--- src/rtl/cmd_src_arb.sv ---
// Arbitrates cmd_proc between the UART remote path and the tour sequencer.
// Grants one source at a time (round-robin on ties), routes completion back to the owner.
//
//   state | meaning
//   IDLE  | no command outstanding, evaluating requests
//   ISSUE | cmd offered to cmd_proc, waiting for clr_cmd_rdy
//   BUSY  | cmd_proc executing, watchdog running
module cmd_src_arb #(
    parameter int TMO_W = 26
) (
    input  logic        clk,
    input  logic        rst_n,
    input  logic [15:0] rmt_cmd,
    input  logic        rmt_cmd_rdy,
    output logic        clr_rmt_rdy,
    input  logic [15:0] tour_cmd,
    input  logic        tour_cmd_rdy,
    output logic        clr_tour_rdy,
    output logic [15:0] cmd,
    output logic        cmd_rdy,
    input  logic        clr_cmd_rdy,
    input  logic        send_resp,
    output logic        resp_rmt,
    output logic        resp_tour,
    output logic        tmo,
    output logic        busy
);

    typedef enum logic [1:0] {IDLE, ISSUE, BUSY} state_t;

    localparam logic [TMO_W-1:0] WD_MAX  = '1;
    localparam logic [TMO_W-1:0] WD_TRIP = {{(TMO_W-1){1'b1}}, 1'b0};
    localparam logic [TMO_W-1:0] WD_ONE  = {{(TMO_W-1){1'b0}}, 1'b1};

    state_t             state_q, state_d;
    logic               owner_q, owner_d;
    logic               last_q, last_d;
    logic [TMO_W-1:0]   wdog_q, wdog_d;
    logic [15:0]        cmd_d;
    logic               cmd_rdy_d, busy_d;
    logic               clr_rmt_d, clr_tour_d;
    logic               resp_rmt_d, resp_tour_d, tmo_d;
    logic               grant_rmt, grant_tour, wdog_trip;

    // last_q=1 means tour was granted last, so remote wins a tie
    assign grant_rmt  = rmt_cmd_rdy && (!tour_cmd_rdy || last_q);
    assign grant_tour = tour_cmd_rdy && !grant_rmt;
    // the increment taking the counter to all-ones is the expiry event
    assign wdog_trip  = (wdog_q == WD_TRIP);

    always_ff @(posedge clk or negedge rst_n) begin
        if (!rst_n) begin
            state_q <= IDLE;
        end else begin
            state_q <= state_d;
        end
    end

    always_comb begin
        state_d = state_q;
        case (state_q)
            IDLE:    if (grant_rmt || grant_tour) state_d = ISSUE;
            ISSUE:   if (clr_cmd_rdy) state_d = BUSY;
            BUSY:    if (send_resp || wdog_trip) state_d = IDLE;
            default: state_d = IDLE;
        endcase
    end

    always_comb begin
        cmd_d       = cmd;
        owner_d     = owner_q;
        last_d      = last_q;
        wdog_d      = wdog_q;
        clr_rmt_d   = 1'b0;
        clr_tour_d  = 1'b0;
        resp_rmt_d  = 1'b0;
        resp_tour_d = 1'b0;
        tmo_d       = 1'b0;
        case (state_q)
            IDLE: begin
                if (grant_rmt) begin
                    cmd_d     = rmt_cmd;
                    owner_d   = 1'b0;
                    last_d    = 1'b0;
                    clr_rmt_d = 1'b1;
                end else if (grant_tour) begin
                    cmd_d      = tour_cmd;
                    owner_d    = 1'b1;
                    last_d     = 1'b1;
                    clr_tour_d = 1'b1;
                end
            end
            ISSUE: begin
                if (clr_cmd_rdy) wdog_d = '0;
            end
            BUSY: begin
                if (wdog_q != WD_MAX) wdog_d = wdog_q + WD_ONE;
                if (send_resp) begin
                    resp_rmt_d  = !owner_q;
                    resp_tour_d = owner_q;
                end else if (wdog_trip) begin
                    tmo_d = 1'b1;
                end
            end
            default: ;
        endcase
        cmd_rdy_d = (state_d == ISSUE);
        busy_d    = (state_d != IDLE);
    end

    always_ff @(posedge clk or negedge rst_n) begin
        if (!rst_n) begin
            cmd          <= 16'h0000;
            cmd_rdy      <= 1'b0;
            busy         <= 1'b0;
            clr_rmt_rdy  <= 1'b0;
            clr_tour_rdy <= 1'b0;
            resp_rmt     <= 1'b0;
            resp_tour    <= 1'b0;
            tmo          <= 1'b0;
            owner_q      <= 1'b0;
            last_q       <= 1'b1;
            wdog_q       <= '0;
        end else begin
            cmd          <= cmd_d;
            cmd_rdy      <= cmd_rdy_d;
            busy         <= busy_d;
            clr_rmt_rdy  <= clr_rmt_d;
            clr_tour_rdy <= clr_tour_d;
            resp_rmt     <= resp_rmt_d;
            resp_tour    <= resp_tour_d;
            tmo          <= tmo_d;
            owner_q      <= owner_d;
            last_q       <= last_d;
            wdog_q       <= wdog_d;
        end
    end

endmodule

--- config.mk ---
export PLATFORM = sky130hd
export DESIGN_NAME = cmd_src_arb
export DESIGN_NICKNAME = d
export VERILOG_FILES = /design/src/rtl/cmd_src_arb.sv
export SDC_FILE = /design/constraint.sdc
export NUM_CORES = 1
export LEC_CHECK = 0
export CORE_MARGIN = 3
export CORE_UTILIZATION = 50
export CTS_CLUSTER_DIAMETER = 150
export DETAILED_ROUTE_END_ITERATION = 8
export PLACE_DENSITY = 0.8
export SYNTH_ARGS = -nofsm -noshare
export SYNTH_HDL_FRONTEND = slang
export SYNTH_SLANG_ARGS = --single-unit
--- constraint.sdc ---
create_clock -name clk -period 2.3 [get_ports clk]
set_input_delay 0.23 -clock clk [delete_from_list [all_inputs] [get_ports clk]]
set_output_delay 0.23 -clock clk [all_outputs]
set_load 0.01 [all_outputs]
=== Word level (Yosys, flattened, before mapping) ===
Cells that the tools add are included.

* Register bits: 53
* Bits of input ports: 38
* Output and inout port bits: 23
* Word-level logic and storage cells: 57

* Add/subtract/negate cells: 1
* Equal/unequal tests: 7
* Multiplexer cells: 23
* Reduce and logical (&&, ||, !) cells: 14

{| class="wikitable"
|+ Operator list
! cell !! count
|-
| $mux 26 || 2
|-
| $pmux 26 s2 || 1
|-
| $mux 16 || 2
|-
| $add 26x1->26 const B || 1
|-
| $eq 26x26->1 const B || 1
|-
| $ne 26x26->1 const B || 1
|-
| $mux 1 || 14
|-
| $mux 2 || 3
|-
| $pmux 2 s3 || 1
|-
| $reduce_bool 2->1 || 3
|-
| $eq 2x1->1 const B || 2
|-
| $ne 2x2->1 const B || 2
|-
| $logic_not 1->1 || 3
|-
| $logic_or 1x1->1 || 3
|-
| $reduce_and 3->1 || 1
|-
| $eq 2x2->1 const B || 1
|-
| $logic_and 1x1->1 || 2
|-
| $logic_not 2->1 || 1
|-
| $reduce_and 2->1 || 1
|}

=== Depth between registers and ports, before layout ===
* Depth in word-level cells: 9
* Depth in mapped cells: 6
* Depth with buffers taken out: 6

=== Worst setup path after synthesis ===
Ideal clock, no wire load.

* Path type: register -> register
* Start point: register state_q[0]
* End point: register wdog_q[20]
* Library setup time: 0.066 ns
* Arrival: 1.682 ns
* Path slack: 0.552 ns
* Cell stages (with the launch flop): 7
* Path buffers: 1
* Clock period less this slack: 1.748 ns
* Path through: dfrtp_1 -> nand2b_1 -> clkbuf_1 -> nor3_2 -> nand3_1 -> or4_1 -> nand2_1

* Longest elaborated chain between the ends: 3
* Elaborated cells on any way between the ends: 7
* Classes of those cells: eq/ne: 4; mux: 1; reduce/logical: 2

{| class="wikitable"
|+ RTL lines
! what !! RTL line !! source
|-
| start, declared || 35 || <nowiki>state_t state_q, state_d;</nowiki>
|-
| start signal, assigned || 55 || <nowiki>state_q <= state_d;</nowiki>
|-
| $eq 2x2->1 / $eq 2x1->1 (equally long branches) || 79 || <nowiki>case (state_q)</nowiki>
|-
| $ne 2x2->1 (no source line) / $reduce_bool 2->1 (equally long branches) || - ||
|-
| $reduce_and 3->1 (no source line) || - ||
|-
| end signal, assigned || 135 || <nowiki>wdog_q <= wdog_d;</nowiki>
|-
| end, declared || 38 || <nowiki>logic [TMO_W-1:0] wdog_q, wdog_d;</nowiki>
|}

Several ways; a longest one is shown, not always the timed one.
A chain may end at the register's enable or synchronous reset.

=== Worst setup path after layout ===
Ends and elaborated chain as after synthesis.

==> out/metrics.csv <==
stage;metric;value;unit
clock_network;tritoncts;built;
floorplanning;die_area;6050;sq um
sta;worstMarginPinSlew;0.629;ns
setup_path;timing.rr.end;wdog_q[20]$_DFFE_PN0P_;
yosys;netlist_instances;261;
route;viasPerCell;5.51;
global_routing;first_global_vias;2142;
setup_path;worst-path-buf-inv;0;
layout;drive_above_1_share;0.0795;
floorplanning;ioPinCount;61;
placed_design;placed_cells;385;
yosys;synth_top_cell_by_area;dfrtp_1;
setup_path;crit_path_end_kind;register;
yosys;async_reset_ff_frac;1.00;
layout;diodes;0;
setup_path;worst-r2r-cell-count;5;
route;vias;2169;
setup_path;slowest_delay;0.50;ns
setup_path;regToRegStartpoint;state_q[0]$_DFF_PN0_;
global_routing;grt_overflow;0;
placed_design;hpwlAfterDp;4600;um
route;drtIter0Drc;153;
yosys;synth.most_common_cell;dfrtp_1;
clock_network;clkTransAtPathRegs;0.11;ns
yosys;synth_top_area_share;0.505;
sta;finalMaxSlewViolations;0;
sta;fin_skew;0.0101;ns
yosys;ys_warn_count;0;
route;drc_errors;0;
yosys;synth-edff-count;0;
setup_path;cp.required;2.56;ns
clock_network;postCtsResizedCells;0;
layout;seqCellArea;1330;sq um
sta;setup_viol;0;
floorplanning;core;4850;sq um
yosys;synth_common_cells;dfrtp_1 (52), nand2_1 (43), mux2i_1 (23);
clock_network;clock-sinks;53;
route;drtPass1Iterations;4;
yosys;synth_seq_cells;53;
global_routing;antenna_found_initial;0;
placed_design;post-place-ws;0.394;ns
run;cap_violations;0;
global_routing;grt_use_total;0.216;
power_and_ir_drop;leakage;1.48;nW
sta;relSlewSlack;0.581;
placed_design;io_buffers;60;
route;detail-route-antenna-nets;0;
layout;fillCellCount;381;
floorplanning;dieWidth;77.8;um
layout;syn_to_final_growth;31.3;%
clock_network;cts_buffers;5;
setup_path;rrSetupSlack;0.34;ns
setup_path;critical_path_class;reg -> reg;
yosys;synthesis.area;2580;sq um
sta;post-route-min-period;1.96;ns
layout;layoutNonFillerInstCount;394;
clock_network;cts_buffer_depth;2;
power_and_ir_drop;vdd_ir_drop_max;0.653;mV
sta;fmax;511;MHz
sta;whs;0.456;ns
yosys;synth_cell_types;42;
clock_network;htreeDepth;2;
placed_design;gp_congestion;0.877;
yosys;seq_area_frac_synth;0.515;
sta;fin_crit_sh;0.851;
setup_path;start_kind;register;
outcome;status;complete, no violations;
sta;setup_tns;0;ns
yosys;yosys-top-cells-area;dfrtp_1 (50%), mux2i_1 (8.9%), nand2_1 (6.3%), o21ai_0 (4.1%), nand4_1 (2.9%);
yosys;syn_nets;301;
layout;multi_input_area;1190;sq um
power_and_ir_drop;power_density;880;nW/um^2
clock_network;clk_latency;0.32;ns
sta;fin_ws;0.343;ns
floorplanning;row_count;25;
setup_path;cp.arrival;2.21;ns
floorplanning;start_util;0.532;
yosys;avgSynthCellArea;9.88;sq um
global_routing;grt_max_degree;34;
floorplanning;dieHeight;77.8;um
yosys;synth_flop_cell;dfrtp_1;
setup_path;critPathSlowestCell;or4_1;
route;routedWlPerCell;15.5;um
global_routing;grt_pass1_wl;10300;um
layout;fin_nets;366;
clock_network;clock-root-buffer;clkbuf_8;
setup_path;path_max_fanout;8;
setup_path;crit_chain;nand2b_1 > nor3_2 > nand3_1 > or4_1 > nand2_1;
sta;hold_viol;0;
sta;rsz0062_at_grt;no;
power_and_ir_drop;power;2.98;mW
route;wl;6120;um
setup_path;crit_family;simple AND/OR/NAND/NOR gates;
min_path;holdCritPathClass;in -> async;
==> layer usage <==
metal | part of all wire | GRT usage | vias to the layer above | wire length (um)
met5 | 0 | 0 | - | 0
met1 | 0.43 | 0.261 | 1023 | 2640
met3 | 0.042 | 0.0487 | 10 | 255
met4 | 0.015 | 0.0676 | 0 | 94
li1 | - | - | 1081 | -
met2 | 0.51 | 0.380 | 55 | 3120
==> worst reg2reg max path: cells and delay by family (launching register included) <==
family | cells | cell delay, ns
flip-flops | 1 | 0.44
AND/OR/NAND/NOR | 5 | 1.46
==> how the worst max path moves through the flow <==
stage                     slack (ns)                     end  cells after the start                  from
after floorplan                 0.55  wdog_q[20]$_DFFE_PN0P_                      6  state_q[0]$_DFF_PN0_
after global placement          0.44  wdog_q[20]$_DFFE_PN0P_                      5  state_q[0]$_DFF_PN0_
after detailed placement        0.39  wdog_q[20]$_DFFE_PN0P_                      5  state_q[0]$_DFF_PN0_
after CTS                       0.36  wdog_q[20]$_DFFE_PN0P_                      5  state_q[0]$_DFF_PN0_
after global routing            0.20  wdog_q[20]$_DFFE_PN0P_                      5  state_q[0]$_DFF_PN0_
final                           0.34  wdog_q[20]$_DFFE_PN0P_                      5  state_q[0]$_DFF_PN0_
==> area by class of cell <==
type	count	share of cell area
inverter	5	0.00555
timing repair buffer	67	0.196
tap	67	0.0248
multi-input combinational	194	0.353
clock inverter	3	0.00777
clock buffer	5	0.0203
sequential	53	0.392
==> cell families (layout without fill, tap and decap cells) <==
family          count (synthesis)  count (layout)  share of synthesized area
simple gates                  114             114                      0.225
flops                          53              53                      0.515
compound gates                 50              50                      0.120
mux                            23              23                     0.0893
buf+inv                        14              80                     0.0243
xor+xnor                        5               5                     0.0170
fa+ha+maj                       2               2                    0.00971
==> flip-flops by register name, summed over array words and instances, names as in the netlist <==
name,cells
tmo,1
wdog_q,26
clr_rmt_rdy,1
clr_tour_rdy,1
state_q,2
owner_q,1
last_q,1
busy,1
resp_tour,1
cmd_rdy,1
cmd,16
resp_rmt,1
==> cells in the final DEF, fill, tap and decap left out, types with 3 or more instances in the layout <==
master and instances:
clkdlybuf4s50_1 59, dfrtp_1 52, nand2_1 43, mux2i_1 23, o21ai_0 20, nor2_1 16, nand4_1 12, nand3_1 10
nor3_1 6, a21oi_1 6, inv_1 5, xor2_1 5, or4_1 5, clkbuf_8 5, buf_4 5, and3_1 4
o211ai_1 4, o21ai_1 4, nand2b_1 3, and4_1 3, a31oi_1 3, or3_1 3, inv_6 3
==> report_power, final <==
group	internal, mW	switching [mW]
combinational	0.538	0.567
sequential	1.16	0.138
clock	0.227	0.346
total	1.93	1.05
==> timing repair <==
action	4_1_cts	5_1_grt
setup buffers	0	0
hold buffers	1	0
hold endpoints to repair	25	0
==> per-stage QoR <==
step	utilization	instance area [sq um]
after global routing	0.698	3380
after CTS	0.698	3380
after floorplan	-	2580
final	0.698	3380
after detailed placement	0.676	3280
after global placement	0.676	3280
Note: power is estimated with default switching activity, not from simulation.
